[src/rtl/sub_irq_ctrl_pkg.sv]
// Shared constants for the sub-CPU interrupt controller.
//   REG_IRQ_MASK : sub register address of the interrupt mask register
//   IRQ_*        : interrupt level assigned to each ASIC request source
//   IACK_FC      : fx68k function code that marks an interrupt-acknowledge cycle
package sub_irq_ctrl_pkg;

   localparam logic [8:0] REG_IRQ_MASK = 9'h032;

   localparam logic [2:0] IRQ_GFX   = 3'd1;
   localparam logic [2:0] IRQ_INT2  = 3'd2;
   localparam logic [2:0] IRQ_TIMER = 3'd3;
   localparam logic [2:0] IRQ_CDD   = 3'd4;
   localparam logic [2:0] IRQ_CDC   = 3'd5;
   localparam logic [2:0] IRQ_SCD   = 3'd6;

   localparam logic [2:0] IACK_FC   = 3'b111;

endpackage

[src/rtl/sub_irq_ctrl_if.sv]
// Register-bus and fx68k interrupt-handshake signals of the sub-CPU interrupt controller.
//   sub_data / reg_addr / regs_we_lo_sub : low-byte register write port
//   reg_8032_do                          : mask register readback
//   cpu_fc / cpu_as / cpu_addr           : fx68k bus cycle qualifiers (IACK detection)
//   ipl / vpa                            : active-low interrupt level and autovector request
// master = CPU/bus side, slave = interrupt controller.
interface sub_irq_ctrl_if;

   logic [7:0]  sub_data;
   logic [14:0] reg_addr;
   logic        regs_we_lo_sub;
   logic [15:0] reg_8032_do;
   logic [2:0]  cpu_fc;
   logic        cpu_as;
   logic [2:0]  cpu_addr;
   logic [2:0]  ipl;
   logic        vpa;

   modport master (
      output sub_data, reg_addr, regs_we_lo_sub, cpu_fc, cpu_as, cpu_addr,
      input  reg_8032_do, ipl, vpa
   );

   modport slave (
      input  sub_data, reg_addr, regs_we_lo_sub, cpu_fc, cpu_as, cpu_addr,
      output reg_8032_do, ipl, vpa
   );

endinterface

[src/rtl/sub_irq_ctrl_prio_enc.sv]
// Combinational 6-to-3 priority encoder for pending interrupt levels.
//   pend : pending flags, bit n-1 = level n
//   lvl  : highest pending level (6 wins), 0 when nothing is pending
module irq_prio_enc
   import sub_irq_ctrl_pkg::*;
(
   input  logic [5:0] pend,
   output logic [2:0] lvl
);

   // Highest set bit selects the level.
   always_comb begin
      lvl = 3'd0;
      casez (pend)
         6'b1?????: lvl = IRQ_SCD;
         6'b01????: lvl = IRQ_CDC;
         6'b001???: lvl = IRQ_CDD;
         6'b0001??: lvl = IRQ_TIMER;
         6'b00001?: lvl = IRQ_INT2;
         6'b000001: lvl = IRQ_GFX;
         default:   lvl = 3'd0;
      endcase
   end

endmodule

[src/rtl/sub_irq_ctrl.sv]
// Sub-CPU interrupt controller and IACK autovector responder.
// Latches level 1..6 requests through the mask register, drives the prioritised
// level on the fx68k IPL pins and answers IACK cycles with VPA.
//   clk_asic, rst : clock, asynchronous active-high reset
//   sub_sync      : sub-CPU clock enable, every state change waits for it
//   irq_src       : request pulses, bit n-1 = level n
//   bus           : register write port, mask readback, fx68k IACK handshake
//   pend_do       : pending flags
//   iack_lvl      : level carried by the last acknowledge
module sub_irq_ctrl
   import sub_irq_ctrl_pkg::*;
#(
   parameter logic [7:0] MASK_RST = 8'h00,
   parameter logic [2:0] IACK_FC  = sub_irq_ctrl_pkg::IACK_FC
) (
   input  logic                clk_asic,
   input  logic                rst,
   input  logic                sub_sync,
   input  logic [5:0]          irq_src,
   sub_irq_ctrl_if.slave       bus,
   output logic [5:0]          pend_do,
   output logic [2:0]          iack_lvl
);

   logic [5:0] mask_r;
   logic [5:0] pend_r;
   logic       iack_q_r;
   logic [2:0] ipl_r;
   logic       vpa_r;
   logic [2:0] iack_lvl_r;

   logic       mask_we_s;
   logic [5:0] mask_next_s;
   logic       iack_s;
   logic       iack_edge_s;
   logic [5:0] clr_s;
   logic [5:0] pend_next_s;
   logic [2:0] l_hi_s;

   assign mask_we_s   = bus.regs_we_lo_sub & (bus.reg_addr == {6'b000000, REG_IRQ_MASK});
   assign iack_s      = (bus.cpu_fc == IACK_FC) & ~bus.cpu_as;
   assign iack_edge_s = iack_s & ~iack_q_r;

   // Mask in effect after this tick's write; set and mask-clear both use it.
   always_comb begin
      mask_next_s = mask_r;
      if (mask_we_s) begin
         mask_next_s = bus.sub_data[6:1];
      end else begin
         mask_next_s = mask_r;
      end
   end

   // One-hot clear for the acknowledged level; levels 0 and 7 clear nothing.
   always_comb begin
      clr_s = 6'b000000;
      if (iack_edge_s) begin
         case (bus.cpu_addr)
            3'd1:    clr_s = 6'b000001;
            3'd2:    clr_s = 6'b000010;
            3'd3:    clr_s = 6'b000100;
            3'd4:    clr_s = 6'b001000;
            3'd5:    clr_s = 6'b010000;
            3'd6:    clr_s = 6'b100000;
            default: clr_s = 6'b000000;
         endcase
      end else begin
         clr_s = 6'b000000;
      end
   end

   // Set overrides the IACK clear, the final mask AND overrides everything.
   always_comb begin
      pend_next_s = ((pend_r & ~clr_s) | (irq_src & mask_next_s)) & mask_next_s;
   end

   irq_prio_enc u_prio (
      .pend (pend_r),
      .lvl  (l_hi_s)
   );

   // Mask, pending flags and IACK edge history.
   always_ff @(posedge clk_asic or posedge rst) begin
      if (rst) begin
         mask_r   <= MASK_RST[6:1];
         pend_r   <= 6'b000000;
         iack_q_r <= 1'b0;
      end else if (sub_sync) begin
         mask_r   <= mask_next_s;
         pend_r   <= pend_next_s;
         iack_q_r <= iack_s;
      end
   end

   // CPU-facing outputs: IPL lags pend by one tick, VPA holds until AS rises.
   always_ff @(posedge clk_asic or posedge rst) begin
      if (rst) begin
         ipl_r      <= 3'b111;
         vpa_r      <= 1'b1;
         iack_lvl_r <= 3'd0;
      end else if (sub_sync) begin
         ipl_r <= ~l_hi_s;
         if (iack_edge_s) begin
            vpa_r      <= 1'b0;
            iack_lvl_r <= bus.cpu_addr;
         end else if (bus.cpu_as) begin
            vpa_r <= 1'b1;
         end
      end
   end

   assign bus.ipl         = ipl_r;
   assign bus.vpa         = vpa_r;
   assign bus.reg_8032_do = {9'b000000000, mask_r, 1'b0};
   assign pend_do         = pend_r;
   assign iack_lvl        = iack_lvl_r;

endmodule

[src/flat_wrapper.sv]
// flat-port wrapper written by rule: the top's interface ports become plain ports
module sub_irq_ctrl_flat import sub_irq_ctrl_pkg::*;
#(
   parameter logic [7:0] MASK_RST = 8'h00,
   parameter logic [2:0] IACK_FC  = sub_irq_ctrl_pkg::IACK_FC
)
  (clk_asic, rst, sub_sync, irq_src, pend_do, iack_lvl, bus_sub_data, bus_reg_addr, bus_regs_we_lo_sub, bus_cpu_fc, bus_cpu_as, bus_cpu_addr, bus_reg_8032_do, bus_ipl, bus_vpa);
  sub_irq_ctrl_if bus_i ();
  input  logic clk_asic;
  input  logic rst;
  input  logic sub_sync;
  input  logic [5:0] irq_src;
  output logic [5:0] pend_do;
  output logic [2:0] iack_lvl;
  input wire logic [$bits(bus_i.sub_data)-1:0] bus_sub_data;
  input wire logic [$bits(bus_i.reg_addr)-1:0] bus_reg_addr;
  input wire logic [$bits(bus_i.regs_we_lo_sub)-1:0] bus_regs_we_lo_sub;
  input wire logic [$bits(bus_i.cpu_fc)-1:0] bus_cpu_fc;
  input wire logic [$bits(bus_i.cpu_as)-1:0] bus_cpu_as;
  input wire logic [$bits(bus_i.cpu_addr)-1:0] bus_cpu_addr;
  output wire logic [$bits(bus_i.reg_8032_do)-1:0] bus_reg_8032_do;
  output wire logic [$bits(bus_i.ipl)-1:0] bus_ipl;
  output wire logic [$bits(bus_i.vpa)-1:0] bus_vpa;
  assign bus_i.sub_data = bus_sub_data;
  assign bus_i.reg_addr = bus_reg_addr;
  assign bus_i.regs_we_lo_sub = bus_regs_we_lo_sub;
  assign bus_i.cpu_fc = bus_cpu_fc;
  assign bus_i.cpu_as = bus_cpu_as;
  assign bus_i.cpu_addr = bus_cpu_addr;
  assign bus_reg_8032_do = bus_i.reg_8032_do;
  assign bus_ipl = bus_i.ipl;
  assign bus_vpa = bus_i.vpa;
  sub_irq_ctrl #(.MASK_RST(MASK_RST), .IACK_FC(IACK_FC)) u_core (.clk_asic(clk_asic), .rst(rst), .sub_sync(sub_sync), .irq_src(irq_src), .bus(bus_i), .pend_do(pend_do), .iack_lvl(iack_lvl));
endmodule
[config.mk]
export PLATFORM = sky130hd
export DESIGN_NAME = sub_irq_ctrl_flat
export DESIGN_NICKNAME = d
export VERILOG_FILES = /design/src/rtl/sub_irq_ctrl_pkg.sv /design/src/rtl/sub_irq_ctrl_if.sv /design/src/rtl/sub_irq_ctrl_prio_enc.sv /design/src/rtl/sub_irq_ctrl.sv /design/src/flat_wrapper.sv
export SDC_FILE = /design/constraint.sdc
export NUM_CORES = 1
export LEC_CHECK = 0
export ABC_AREA = 1
export BUFFER_PORTS_ARGS = -buffer_cell sky130_fd_sc_hd__buf_2
export CAP_MARGIN = 5
export CORE_UTILIZATION = 30
export CTS_CLUSTER_DIAMETER = 150
export DETAILED_ROUTE_END_ITERATION = 16
export GPL_TIMING_DRIVEN = 0
export HOLD_SLACK_MARGIN = 0.03
export PLACE_DENSITY_LB_ADDON = 0.12
export SETUP_SLACK_MARGIN = 0.02
export SLEW_MARGIN = 20
export SYNTH_ARGS = -nofsm -noshare
export SYNTH_HDL_FRONTEND = slang
export SYNTH_SLANG_ARGS = --single-unit
[constraint.sdc]
create_clock -name clk_asic -period 1.1 [get_ports clk_asic]
set_input_delay 0.055 -clock clk_asic [delete_from_list [all_inputs] [get_ports clk_asic]]
set_output_delay 0.055 -clock clk_asic [all_outputs]
set_load 0.02 [all_outputs]
Word-level counts from Yosys, hierarchy flattened
Index checks and enable logic that the tools add are counted.
- register bits after elaboration: 20
- latch bits: 0
- memory bits (writable): 0
- ROM bits: 0
- bits of input ports: 40
- output and inout port bits: 29
- logic and storage cells: 39
- memories kept: 0
- add/sub/neg operators: 0
- multipliers: 0
- div/mod/pow operators: 0
- $lt $le $gt $ge: 0
- equality and inequality tests: 13
- shifts and indexed selects: 0
- muxes and demuxes: 6
- bitwise logic cells: 11
- reduce and logical (&&, ||, !) cells: 3
- operator list (cell ; count):
    one-hot mux 6 bit (6 select lines) ; 1
    AND 6 bit ; 3
    one-hot mux 3 bit (6 select lines) ; 1
    equality test 15 x 6 -> 1 bit, second input constant ; 1
    equality test 3 bit, second input constant ; 4
    2-to-1 mux 6 bit ; 2
    equality test 3 x 1 -> 1 bit, second input constant ; 2
    equality test 3 x 2 -> 1 bit, second input constant ; 2
    equality test 6 x 1 -> 1 bit, second input constant ; 1
    inverter 6 bit ; 1
    bitwise OR 6 bit ; 1
    equality test 5 x 1 -> 1 bit, second input constant ; 1
    equality test 4 x 1 -> 1 bit, second input constant ; 1
    AND reduction 2 bit ; 2
    AND 1 bit ; 3
    inverter 3 bit ; 1
    equality test 2 x 1 -> 1 bit, second input constant ; 1
    2-to-1 mux 1 bit ; 2
    inverter 1 bit ; 2
    nonzero test 2 bit ; 1

Logic depth before layout (Yosys ltp)
- depth after elaboration: 8
- gate-level depth with buffers: 8
- gate-level depth less buffers: 8

Hierarchy
From an unflattened synthesis, not the netlist that was laid out.
- cell total of the unflattened synthesis: 182
- area total of the unflattened synthesis: 1248.7 µm²
- by module, submodules not included (module ; times used ; cells each ; area an instance (µm²) ; sequential area each (µm²)):
    sub_irq_ctrl ; 1 ; 166 ; 1183.6 ; 505.5
    irq_prio_enc ; 1 ; 16 ; 65.1 ; 0.0

Worst setup path before layout
No wires, ideal clock.
- kind: register -> register
- from: reg u_core.pend_r[5], in the netlist u_core.pend_do[5]
- to: reg u_core.ipl_r[0], in the netlist u_core.bus.ipl[0]
- setup time: 0.093 ns
- data arrival time: 1.070 ns
- required time: 1.007 ns
- slack: -0.062 ns
- stages on the path, launching flop included: 4
- path buffers: 0
- period minus slack after synthesis: 1.162 ns
- cells stage by stage: dfrtp_1 > or3_1 > o21ai_0 > o21ai_0
- word-level cells in the longest chain between the ends: 3
- elaborated cells on any way between the ends: 7
- classes of those cells: eq/ne: 5; mux: 1; bitwise: 1
- RTL lines (what ; RTL line ; RTL):
    start: declaration ; sub_irq_ctrl.sv:26 ; logic [5:0] pend_r;
    start signal: assignment ; sub_irq_ctrl.sv:90 ; pend_r <= pend_next_s;
    equality test 6 x 1 -> 1 bit (tied with other cells) ; sub_irq_ctrl_prio_enc.sv:14 ; casez (pend)
    one-hot mux 3 bit (6 select lines) (*) ; sub_irq_ctrl_prio_enc.sv:14 ;
    inverter 3 bit (*) ; sub_irq_ctrl.sv:102 ; ipl_r <= ~l_hi_s;
    end signal: assignment ; sub_irq_ctrl.sv:102 ;
    end: declaration ; sub_irq_ctrl.sv:28 ; logic [2:0] ipl_r;
Mark *: on every way between the ends. The rest lies on a longest branch, timed or not.
A chain may end at the register's enable or synchronous reset.

Worst setup path after layout
- from: reg u_core.pend_r[4], in the netlist u_core.pend_do[4]
- to: reg u_core.ipl_r[0], in the netlist u_core.bus.ipl[0]
The elaborated chain is that of the path after synthesis.

==> results_dict.tcl <==
set metrics [dict create \
    final_antenna_net_count 0 \
    area_growth_syn_to_layout_pct 37.64 \
    grt_overflow 0 \
    clockBufferDepth 2 \
    drt-initial-drc-count 57 \
    track_usage_pct 14.51 \
    rsz0062_at_grt "true" \
    die_width_um 65.77 \
    cp_slowest_cell "dfrtp_2" \
    num_vias 1243 \
    skew_ns 0.006093 \
    gp_congestion 0.7202 \
    p_per_area_nw_per_um2 1292 \
    layout.nets 287 \
    cap_violations 0 \
    firstDrtPassIters 5 \
    cp_max_fo 3 \
    critPathKind "reg -> reg" \
    status "finished, violations left" \
    synth_area_sq_um 1220 \
    relSlewSlack_pct 46.84 \
    nFillCells 394 \
    required_ns 1.27 \
    end_kind "flip-flop" \
    initial_core_util_pct 32.35 \
    path_buf_inv 0 \
    cp-start-kind "flip-flop" \
    io_pins 69 \
    die_y_um 65.77 \
    routed_wl_um 2860 \
    ys_seq_area_share_pct 41.44 \
    path_cells "or3_4, o21ai_2, o21ai_1" \
    crit_arrival_ns 1.25 \
    worstMarginPinSlew_ns 0.7964 \
    syn_avg_cell_area_sq_um 7.011 \
    hold_ws_ns -0.06511 \
    fin_util_pct 44.53 \
    final_common_cell "buf_2" \
    max_freq_mhz 932.3 \
    period_share_pct 97.51 \
    critical-path-top-delay-family "flip-flops" \
    grt_pass1_wl_um 4747 \
    design.core.area_sq_um 3771 \
    n_antenna_cell 0 \
    grt_max_degree 21 \
    multi_input_area_sq_um 556.8 \
    hold_path.class "in -> async" \
    wl_per_cell_um 9.728 \
    grt_antenna_before_repair 0 \
    grt_pass1_vias 1105 \
    clk_latency_ns 0.26 \
    vias_per_cell 4.228 \
    cts_made_buffers 3 \
    cts_root_buf "clkbuf_8" \
    dp_hpwl_um 2272 \
    finalHoldViolCount 16 \
    final_cell_mix "57 x buf_2, 49 x nand2_1, 29 x inv_1" \
    num_rows 22 \
    synth_seq_cells 20 \
    fin_setup_tns_ns 0 \
    clkTransAtPathRegs_ns 0.08 \
    fin_total_pwr_mw 2.170 \
    failed_checks "negative hold slack" \
    p_leak_nw 0.9903 \
    drcViolationCount 0 \
    fin_cells 294 \
    min_period_ns 1.073 \
    ys_types 18 \
    seq_area_sq_um 508.0 \
    htree_levels 1 \
    ctsHoldBuffers 1 \
    yosysWarnings 0 \
    cts_sinks 20 \
    dp_cells 287 \
    drive_gt1_share_pct 35.37 \
    portBuffers 56 \
    syn_inst 174 \
    die-area_sq_um 4326 \
    setup_viol 0 \
    cpPeakStageDelay_ns 0.41 \
    report.final.slew_viol_count 0 \
    vdd_ir_drop_max_uv 393.6 \
    cts_tree "yes" \
]
==> sequential cells by signal, indices dropped and copies added (netlist names) <==
signal,count
u_core.iack_lvl,3
u_core.mask_r,6
u_core.pend_do,6
u_core.iack_q_r,1
u_core.bus.ipl,3
u_core.bus.vpa,1
==> cells by family after synthesis <==
logic type / after synthesis / synth area share [%]
buffers and inverters: 43 / 16.72
and+or+nand+nor: 93 / 34.56
other: 1 / 0.3074
AOI/OAI and AO/OA: 17 / 6.973
DFF: 20 / 41.44
==> metrics by stage <==
stage | hold WS, ns | setup slack (ns) | area [sq um]
after floorplan | 0.01573 | -0.01628 | 1261
after global placement | 0.2401 | -0.02495 | 1602
after detailed placement | 0.2494 | -0.03187 | 1602
after CTS | -0.03760 | 0.01443 | 1675
after global routing | 0.02032 | -0.01986 | 1679
final | -0.06511 | 0.02743 | 1679
==> final timing paths <==
check	startpoint	end	slack, ns	cells past startpoint
hold reg to reg	u_core.bus.ipl[0]	u_core.bus.ipl[0]	0.47	2
setup / recovery	u_core.pend_do[4]	u_core.bus.ipl[0]	0.03	3
min in group clk_asic	bus_cpu_addr[1]	u_core.iack_lvl[1]	0.09	3
max in group asynchronous	rst	u_core.pend_do[4]	0.61	2
hold / removal	rst	u_core.iack_lvl[2]	-0.07	2
setup reg to reg	u_core.pend_do[4]	u_core.bus.ipl[0]	0.03	3
==> power breakdown <==
| group | leakage (nW) | switching [mW] | internal [mW] | total, mW |
|---|---|---|---|---|
| clock network | 0.0228 | 0.252 | 0.258 | 0.510 |
| registers | 0.249 | 0.0681 | 0.870 | 0.938 |
| logic | 0.718 | 0.440 | 0.282 | 0.722 |
==> synthesized netlist by cell type <==
cell,number,area [sq um]
nand2_4,1,11.26
buf_2,1,5.000
dfrtp_1,16,400.4
or3_1,1,6.260
conb_1,1,3.750
nor2_4,3,33.78
nand3_1,19,95.09
inv_1,30,112.6
nor2_1,13,48.80
a21oi_1,1,5.000
nand4_1,6,37.54
nand2_1,49,183.9
clkbuf_1,1,3.750
buf_4,11,82.58
o21ai_0,11,55.05
o21ai_1,5,25.02
nor3_1,1,5.000
dfstp_2,4,105.1
==> layer usage <==
metal	vias up	track usage (%)	share of wire (%)
met2	51	22.70	44
met1	519	19.10	47
met5	-	0	0
met4	0	7.065	1.5
met3	4	2.586	7.2
li1	669	-	-
==> final cells by class <==
cell class / instances / share of cell area, %
plain buffers: 13 / 5.440
clock buffers: 4 / 2.683
inverters: 30 / 6.706
multi-input cells: 120 / 33.16
flip-flops and latches: 20 / 30.25
well taps: 48 / 3.577
repair buffers: 59 / 18.18
==> repair_timing <==
item,CTS,global route
endpoints found under the setup margin,3,9
resized for setup,2,4
cloned,0,0
setup buffers,2,0
hold endpoints to repair,17,16
pin swaps,0,0
No activity file was read; power rests on OpenSTA's default activity.
